**src/rtl/shm_column_scroller.sv**
```systemverilog
// Column FIFO feeding a 17x7 scrolling frame; each step shifts one column in at the right
// edge and hands the frame to the I2C updater over a valid/ack handshake.
//
// state     | meaning
// S_RUN     | idle, waiting for a pending scroll step
// S_SHIFT   | single cycle: shift frame left, load popped column, raise frame_valid
// S_PRESENT | frame held stable until the updater acks it
module shm_column_scroller #(
  parameter int FIFO_DEPTH = 8,
  parameter int STEP_DIV   = 5_000_000,
  parameter int NUM_COLS   = 17,
  parameter int NUM_ROWS   = 7
) (
  input  logic                                 clk,
  input  logic                                 reset,
  input  logic [NUM_ROWS-1:0]                  col_data,
  input  logic                                 col_valid,
  output logic                                 col_ready,
  input  logic                                 enable,
  input  logic                                 clear,
  output logic [NUM_COLS*NUM_ROWS-1:0]         frame,
  output logic                                 frame_valid,
  input  logic                                 frame_ack,
  output logic [$clog2(FIFO_DEPTH+1)-1:0]      fifo_level,
  output logic                                 underrun
);

  localparam int PTR_W   = $clog2(FIFO_DEPTH);
  localparam int LVL_W   = $clog2(FIFO_DEPTH+1);
  localparam int TMR_W   = $clog2(STEP_DIV);
  localparam int FRAME_W = NUM_COLS*NUM_ROWS;

  localparam logic [TMR_W-1:0] TMR_LAST = TMR_W'(STEP_DIV-1);
  localparam logic [LVL_W-1:0] LVL_FULL = LVL_W'(FIFO_DEPTH);

  localparam logic [1:0] S_RUN     = 2'd0;
  localparam logic [1:0] S_SHIFT   = 2'd1;
  localparam logic [1:0] S_PRESENT = 2'd2;

  logic [NUM_ROWS-1:0] mem [FIFO_DEPTH];
  logic [PTR_W-1:0]    wr_ptr;
  logic [PTR_W-1:0]    rd_ptr;
  logic [1:0]          state;
  logic [TMR_W-1:0]    timer;
  logic                step_pending;
  logic                fifo_empty;
  logic                fifo_full;
  logic                push;
  logic                pop;
  logic                tc;
  logic [NUM_ROWS-1:0] shift_col;
  logic [FRAME_W-1:0]  frame_shifted;

  assign fifo_empty = (fifo_level == '0);
  assign fifo_full  = (fifo_level == LVL_FULL);
  assign col_ready  = !fifo_full && !reset;
  assign push       = col_valid && col_ready && !clear;
  assign pop        = (state == S_SHIFT) && !fifo_empty && !clear;
  assign tc         = enable && (timer == TMR_LAST);
  assign shift_col  = fifo_empty ? '0 : mem[rd_ptr];

  // Bit layout is col + NUM_COLS*row, so a left shift moves each row's bits down by one.
  always_comb begin
    frame_shifted = '0;
    for (int r = 0; r < NUM_ROWS; r++) begin
      for (int c = 0; c < NUM_COLS-1; c++) begin
        frame_shifted[c + NUM_COLS*r] = frame[c + 1 + NUM_COLS*r];
      end
      frame_shifted[NUM_COLS-1 + NUM_COLS*r] = shift_col[r];
    end
  end

  always_ff @(posedge clk) begin
    if (push) begin
      mem[wr_ptr] <= col_data;
    end
  end

  always_ff @(posedge clk) begin
    if (reset) begin
      wr_ptr       <= '0;
      rd_ptr       <= '0;
      fifo_level   <= '0;
      timer        <= '0;
      step_pending <= 1'b0;
      state        <= S_RUN;
      frame        <= '0;
      frame_valid  <= 1'b0;
      underrun     <= 1'b0;
    end else if (clear) begin
      wr_ptr       <= '0;
      rd_ptr       <= '0;
      fifo_level   <= '0;
      timer        <= '0;
      step_pending <= 1'b0;
      state        <= S_PRESENT;
      frame        <= '0;
      frame_valid  <= 1'b1;
      underrun     <= 1'b0;
    end else begin
      underrun <= 1'b0;
      if (push) wr_ptr <= wr_ptr + PTR_W'(1);
      if (pop)  rd_ptr <= rd_ptr + PTR_W'(1);
      if (push && !pop) begin
        fifo_level <= fifo_level + LVL_W'(1);
      end else if (pop && !push) begin
        fifo_level <= fifo_level - LVL_W'(1);
      end

      // A terminal count landing on the shift cycle is a fresh step and survives the consume.
      if (!enable) begin
        timer        <= '0;
        step_pending <= 1'b0;
      end else begin
        timer <= tc ? '0 : timer + TMR_W'(1);
        if (tc) begin
          step_pending <= 1'b1;
        end else if (state == S_SHIFT) begin
          step_pending <= 1'b0;
        end
      end

      case (state)
        S_RUN: begin
          if (step_pending) state <= S_SHIFT;
        end
        S_SHIFT: begin
          frame       <= frame_shifted;
          frame_valid <= 1'b1;
          underrun    <= fifo_empty;
          state       <= S_PRESENT;
        end
        S_PRESENT: begin
          if (frame_ack) begin
            frame_valid <= 1'b0;
            state       <= step_pending ? S_SHIFT : S_RUN;
          end
        end
        default: state <= S_RUN;
      endcase
    end
  end

endmodule
```
**config.mk**
```make
export PLATFORM = sky130hd
export DESIGN_NAME = shm_column_scroller
export DESIGN_NICKNAME = d
export VERILOG_FILES = /design/src/rtl/shm_column_scroller.sv
export SDC_FILE = /design/constraint.sdc
export NUM_CORES = 1
export LEC_CHECK = 0
export CORE_UTILIZATION = 35
export DETAILED_ROUTE_END_ITERATION = 7
export GPL_ROUTABILITY_DRIVEN = 1
export PLACE_DENSITY_LB_ADDON = 0.25
export SLEW_MARGIN = 20
export SYNTH_ARGS = -nofsm -noshare
export SYNTH_HDL_FRONTEND = slang
export SYNTH_SLANG_ARGS = --single-unit
export TNS_END_PERCENT = 10
```
**constraint.sdc**
```tcl
create_clock -name clk -period 8.86 [get_ports clk]
set_clock_uncertainty 0.15 [all_clocks]
set_input_delay 2.658 -clock clk [delete_from_list [all_inputs] [get_ports clk]]
set_output_delay 2.658 -clock clk [all_outputs]
set_load 0.01 [all_outputs]
```
==> results of run 1 <==
-- flip-flops by register name (all words and copies together), names as in the netlist, named ones only --
register,flops
fifo_level,4
frame_valid,1
step_pending,1
mem,56
wr_ptr,3
state,2
underrun,1
timer,23
frame,119
rd_ptr,3
-- stage by stage --
step                utilization [%]  setup slack (ns)
detailed placement             42.6              2.20
global route                   46.0              2.14
global placement               42.5              2.21
CTS                            46.0              2.19
floorplan                         -              3.22
finish                         46.0              2.19
-- worst register-to-register path, stage by stage (launching register included) --
cell     delay (ns)
dfxtp_1        0.37
or4b_2         0.79
nand2_1        0.18
nor2_1         0.06
ha_1           0.24
inv_1          0.12
ha_1           0.25
a21o_1         0.18
a21oi_1        0.18
mux2i_1        0.25
mux2i_1        0.20
-- cell families after synthesis --
family                   share of synthesized area, %
multiplexers                                     5.16
AO/OA/AOI/OAI                                    9.44
buffers and inverters                            3.03
flip-flops                                       60.7
AND/OR/NAND/NOR                                  18.4
adder cells (fa/ha/maj)                          1.18
XOR/XNOR                                         2.07
-- layer usage --
| layer | wire [microns] | up-vias | GRT usage, % |
|---|---|---|---|
| met1 | 8470 | 2778 | 21.3 |
| met2 | 8210 | 118 | 23.4 |
| met4 | 307 | 0 | 4.14 |
| met5 | 0 | - | 0 |
| li1 | - | 2983 | - |
| met3 | 697 | 26 | 2.37 |
-- final timing paths --
path	startpoint	to	slack (ns)	cells after the start
worst max-delay path	reset	col_ready	2.19	3
worst min-delay path	timer[0]	timer[0]	0.29	1
worst max register to register	fifo_level[0]	fifo_level[3]	5.81	10
worst min register to register	timer[0]	timer[0]	0.29	1
-- cells in the final DEF (no fill, tap or decap), types with 3 or more instances in the layout --
cell type        count
nand3_1              8
nand2_1            244
dfxtp_1            160
o21ai_0             14
nand3_4              3
mux4_2              14
ha_1                 6
nand4_1              9
xnor2_1              4
clkbuf_8             4
buf_4                4
clkdlybuf4s50_1    138
nor2_1              37
xor2_1              15
clkbuf_1             8
nand2b_1             3
a21oi_1            124
edfxtp_1            56
o31ai_1              4
clkbuf_16           25
or3_1                6
inv_1                5
or4_1                3
mux2i_1             10
clkinv_2             3
and3_1               4
-- layout make-up --
type	instances	area (sq um)	area share (%)
multi-input cells	536	2940	28.3
repair buffers	142	1410	13.6
clock inverters	5	53.8	0.518
flip-flops and latches	216	4880	47.0
inverters	5	18.8	0.181
clock buffers	38	716	6.89
well taps	285	357	3.43
-- power breakdown --
part           switching, uW  internal [uW]  leakage (uW)
registers               2.13           1010       0.00179
logic                   23.1           12.9       0.00106
clock network            382            582      0.000381
total                    407           1610       0.00324
==> metrics, run 1 <==
syn nets=828; fin nets=945; Static Leakage=0.00324 uW; total track usage=14.9%; most common cell in the synthesized netlist=nand2_1; final cell count without fillers=1,227; Tightest Hold Check Type=reg2reg; sequential element share of the synthesized area=60.7%; DP Area=9610 sq um; crit path cell chain=clkdlybuf4s50_1 > nor2b_1 > clkdlybuf4s50_1; pwr dens=194 nW/um^2; CTS tree=built; CTS Root Cell=clkbuf_16; layout cells sized above 1=7.22%; H-tree levels=1; fin. max-slew vios=0; Min Hold Slack=0.292 ns; # port buffers=138; Ys Warns=0; CTS sink cnt=216; initial antenna violation count=0; CP delay by family, top=buffers and inverters; Die Wd=154 microns; Worst setup SP type=primary input; Placed Cells=1,184; GP Congestion=0.721; Worst VDD drop=0.161 mV; most area-hungry cell type in the Yosys netlist=dfxtp_1; final WL=17,700 microns; core box area=22,600 sq um; final hold vios=0; RSZ-0062 raised after global routing=false; Post-DRT Antenna Nets=0; top-level I/O count=139; crit path buf inv count=2; count of hold-fix buffers inserted at cts=0; Reg clk slew, reported paths=0.06 ns; Async SR Flop Fraction=0%; synth unique cells=46; synth cell count leaders=nand2_1, dfxtp_1, a21oi_1, edfxtp_1, nor2_1; EDFF count, synth=56; Slew HR=35.4%; Starting Density=35.6%; wire per inst=14.4 microns; area delta synth->final=29.1%; vias in the first global route=5,394; Synth area leaders=dfxtp_1, edfxtp_1, nand2_1; fin crit period=6.67 ns; setup_tns=0 ns; CP dominant cell by count=clkdlybuf4s50_1; drt drc=0; Top FF cell, synth=dfxtp_1; clock latency on the worst-skew pair=0.51 ns; first-pass GRT wire length=29,000 microns; CP arrival=3.86 ns; Max Clk Rate=150 MHz; synthesized area=8040 sq um; Synth top area share=39.8%; Post-CTS Repair Setup Buffers=0; Finished Cell Area=10,400 sq um; drt pass-1 iters=6; fin crit share=75.3%; total CTS buffers=24; delay of the slowest critical-path stage=0.54 ns; Vias/cell=4.81; synthesized area per cell=9.96 sq um; Initial DRC Count=298; Setup CP Type=in2out; Chip Height=154 microns; detailed placement HPWL=11,100 microns; slowest CP cell=clkdlybuf4s50_1; pin count of the biggest net entering global routing=91; overall die area=23,600 sq um; total number of vias=5,905; Max Buffers Root-to-Sink=3; Yosys reg bits=216; WP data required=6.05 ns; setup violators final=0; Crit Path Max Fanout=6; # diodes=0; status=finished, final reports clean; cells after synthesis=808; overall power=2020 uW; post-CTS resize count=0; Crit. End Element=primary output; FILL cells=2,108; Tightest Pin Transition=0.968 ns; max cap viols=0; site row count=55; grt total ovfl=0
Note: power is estimated with default switching activity, not from simulation.
==> run 2: changes to the inputs <==
==> constraint.sdc (replaced) <==
create_clock -name clk -period 5.4 [get_ports clk]
set_clock_uncertainty 0.15 [all_clocks]
set_input_delay 1.62 -clock clk [delete_from_list [all_inputs] [get_ports clk]]
set_output_delay 1.62 -clock clk [all_outputs]
set_load 0.01 [all_outputs]
==> metrics, run 2 (synthesis results as in run 1) <==
drt drc=0; Min Hold Slack=0.296 ns; CTS sink cnt=216; site row count=55; first-pass GRT wire length=28,700 microns; final cell count without fillers=1,230; # port buffers=138; status=finished, final reports clean; Post-Place Setup Slack=0.805 ns; fin. max-slew vios=0; fin crit share=85.0%; total track usage=14.8%; Worst VDD drop=0.192 mV; initial antenna violation count=0; Final WS setup=0.809 ns; Tightest Hold Check Type=reg2reg; H-tree levels=1; final WL=17,600 microns; Reg clk slew, reported paths=0.06 ns; GP Congestion=0.717; # diodes=0; crit path cell chain=clkdlybuf4s50_1 > nor2b_1 > clkdlybuf4s50_1; pwr dens=318 nW/um^2; commonest non-fill, non-tap cell in the layout=nand2_1; fin crit period=4.59 ns; count of hold-fix buffers inserted at cts=0; Largest regs=frame: 119 flops, mem: 56 flops, timer: 23 flops; Chip Height=154 microns; CP arrival=2.82 ns; Die Wd=154 microns; grt total ovfl=0; vias in the first global route=5,430; Post-CTS Repair Setup Buffers=0; pin count of the biggest net entering global routing=95; setup_tns=0 ns; layout cells sized above 1=7.62%; overall die area=23,600 sq um; Slew HR=32.0%; core box area=22,600 sq um; fin nets=948; detailed placement HPWL=11,200 microns; setup violators final=0; Post-DRT Antenna Nets=0; RSZ-0062 raised after global routing=false; Setup CP Type=in2out; post-CTS resize count=0; Max Clk Rate=218 MHz; Vias/cell=4.80; clock latency on the worst-skew pair=0.50 ns; delay of the slowest critical-path stage=0.54 ns; Initial DRC Count=349; CTS Root Cell=clkbuf_16; area delta synth->final=29.5%; most frequent cells in the layout=nand2_1, dfxtp_1, clkdlybuf4s50_1, a21oi_1, edfxtp_1; Max Buffers Root-to-Sink=3; CTS tree=built; Worst setup SP type=primary input; Tightest Pin Transition=1.02 ns; final hold vios=0; top-level I/O count=139; WP data required=3.63 ns; Static Leakage=0.00325 uW; CP dominant cell by count=clkdlybuf4s50_1; max cap viols=0; wire per inst=14.3 microns; slowest CP cell=clkdlybuf4s50_1; Crit. End Element=primary output; drt pass-1 iters=8; Reg with most FFs=frame; Placed Cells=1,187; Crit Path Max Fanout=6; total number of vias=5,904; Starting Density=35.6%; total CTS buffers=24; max reg flops=119
-- run 2: changes by cell type in the layout (fill, tap and decap cells not counted), sizes merged --
| cell | change |
|---|---|
| clkinvlp | +1 |
| clkinv | +4 |
| buf | +3 |
| clkbuf | -5 |
-- run 2: stage by stage --
step	total power (uW)	area (sq um)	utilization, %
final	3320	10400	46.2
after global routing	3440	10400	46.2
after CTS	3360	10400	46.2
after global placement	1760	9630	42.6
after detailed placement	1760	9630	42.6
after floorplan	1730	8040	-
-- run 2: cell type report --
class	count	area, sq um
fill	2135	12200
sequential	216	4880
multi-input combinational	536	2930
timing repair buffer	145	1430
clock buffer	33	716
tap	285	357
clock inverter	10	75.1
inverter	5	18.8
-- run 2: per-layer routing --
layer  GRT usage, %  vias up  share of wire [%]
met4           3.86        0                2.0
met2           23.5      129                 45
met1           20.6     2750                 49
met5              0        -                  0
met3           2.87       28                4.4
li1               -     2997                  -
-- run 2: critical path: cells and delay by family --
| family | cells | cell delay [ns] |
|---|---|---|
| buffers and inverters | 2 | 1.05 |
| AND/OR/NAND/NOR | 1 | 0.15 |
-- run 2: path summary, 6_finish.rpt --
kind | from | to | slack [ns] | cells after the start
hold / removal | timer[0] | timer[0] | 0.30 | 1
setup / recovery | reset | col_ready | 0.81 | 3
setup reg to reg | fifo_level[0] | fifo_level[3] | 2.38 | 10
hold reg to reg | timer[0] | timer[0] | 0.30 | 1
-- run 2: report_power, final --
group | total [uW] | switching [uW] | internal, uW | leakage, uW
Clock | 1590 | 620 | 969 | 0.000393
Sequential | 1670 | 3.52 | 1660 | 0.00179
Combinational | 59.6 | 38.0 | 21.6 | 0.00107
==> run 3: changes to the inputs <==
--- a/config.mk
+++ b/config.mk
@@ -7,6 +7,7 @@
 export LEC_CHECK = 0
 export CORE_UTILIZATION = 35
 export DETAILED_ROUTE_END_ITERATION = 7
+export DONT_BUFFER_PORTS = 1
 export GPL_ROUTABILITY_DRIVEN = 1
 export PLACE_DENSITY_LB_ADDON = 0.25
 export SLEW_MARGIN = 20
==> metrics, run 3 (synthesis results as in run 1) <==
first-pass GRT wire length=27,600 microns; final hold vios=0; detailed placement HPWL=10,900 microns; Sw Share=20.4%; setup_tns=0 ns; top-level I/O count=139; layout cells sized above 1=8.68%; site row count=55; # diodes=0; total number of vias=5,421; setup violators final=0; Tightest Hold Check Type=reg2reg; Starting Density=35.6%; clock latency on the worst-skew pair=0.51 ns; initial antenna violation count=0; fin crit share=68.8%; H-tree levels=1; RSZ-0062 raised after global routing=false; pin count of the biggest net entering global routing=94; Min Hold Slack=0.292 ns; CTS sink cnt=216; CTS Root Cell=clkbuf_16; wire per inst=15.7 microns; commonest non-fill, non-tap cell in the layout=nand2_1; Worst VDD drop=0.175 mV; total CTS buffers=24; fin. max-slew vios=0; Reg power frac=51.7%; Reg clk slew, reported paths=0.06 ns; overall die area=23,600 sq um; Vias/cell=4.97; Static Leakage=0.00276 uW; drt pass-1 iters=6; Die Wd=154 microns; pwr dens=359 nW/um^2; reg2reg setup slack=2.31 ns; Largest regs=frame: 119 flops, mem: 56 flops, timer: 23 flops; post-CTS resize count=0; most frequent cells in the layout=nand2_1, dfxtp_1, a21oi_1, edfxtp_1, nor2_1; Slew HR=34.9%; Crit Path Max Fanout=6; max cap viols=0; CP arrival=1.95 ns; total track usage=14.4%; status=finished, final reports clean; Final Util=39.8%; Sw Pwr=659 uW; Worst Setup SP=fifo_level[0]; Max Buffers Root-to-Sink=3; Setup CP Type=reg2out; Worst setup SP type=flop; Pint=2570 uW; GP Congestion=0.721; CTS tree=built; Clock Power Share=47.1%; Crit. End Element=primary output; R2R cell count=10; vias in the first global route=5,051; Reg with most FFs=frame; Crit Reg-Reg Endpoint=fifo_level[3]; R2R Path Start=fifo_level[0]; Initial DRC Count=340; # port buffers=0; max reg flops=119; fin crit period=3.72 ns; final WL=17,100 microns; Gate power share=1.2%; CP Capture Point=col_ready; Tightest Pin Transition=0.977 ns; Max Clk Rate=269 MHz; Post-Place Setup Slack=1.40 ns; final cell count without fillers=1,091; drt drc=0; grt total ovfl=0; WP data required=3.63 ns; area delta synth->final=11.6%; fin nets=809; Post-DRT Antenna Nets=0; Final WS setup=1.68 ns; core box area=22,600 sq um; Chip Height=154 microns; Placed Cells=1,048; count of hold-fix buffers inserted at cts=0; Post-CTS Repair Setup Buffers=0
[run 3: area by class of cell]
cell class                 count  area [sq um]
clock buffer                  35           697
clock inverter                 8          38.8
fill                        2212         13600
inverter                       5          18.8
multi-input combinational    536          2940
sequential                   216          4880
tap                          285           357
timing repair buffer           6          45.0
[run 3: stage by stage]
stage	total power (uW)	area, sq um
4_1_cts	3280	8980
3_3_place_gp	1740	8240
3_5_place_dp	1740	8240
2_1_floorplan	1730	8040
6_report	3230	8980
5_1_grt	3350	8980
[run 3: worst max-delay path, stage by stage (launching register included)]
cell     delay [ns]
dfxtp_1        0.41
or4b_2         0.81
nor2b_1        0.21
[run 3: worst min path at each step]
stage               endpoint     start  cells after the start  slack [ns]
floorplan           timer[0]  timer[0]                      1        0.26
global placement    timer[0]  timer[0]                      1        0.28
detailed placement  timer[0]  timer[0]                      1        0.28
CTS                 timer[0]  timer[0]                      1        0.30
global route        timer[0]  timer[0]                      1        0.31
finish              timer[0]  timer[0]                      1        0.29
[run 3: layer usage]
layer,part of all wire [%],GRT usage [%]
met1,45,19.0
met2,45,22.4
met3,7.6,4.51
met4,2.0,4.48
met5,0,0
[run 3: power groups by stage]
stage | sequential [uW] | clock (uW) | combinational, uW
finish | 1670 | 1520 | 39.8
floorplan | 1700 | 0 | 31.1
CTS | 1670 | 1580 | 40.3
detailed placement | 1700 | 0 | 40.2
global route | 1670 | 1640 | 45.1
global placement | 1700 | 0 | 40.4
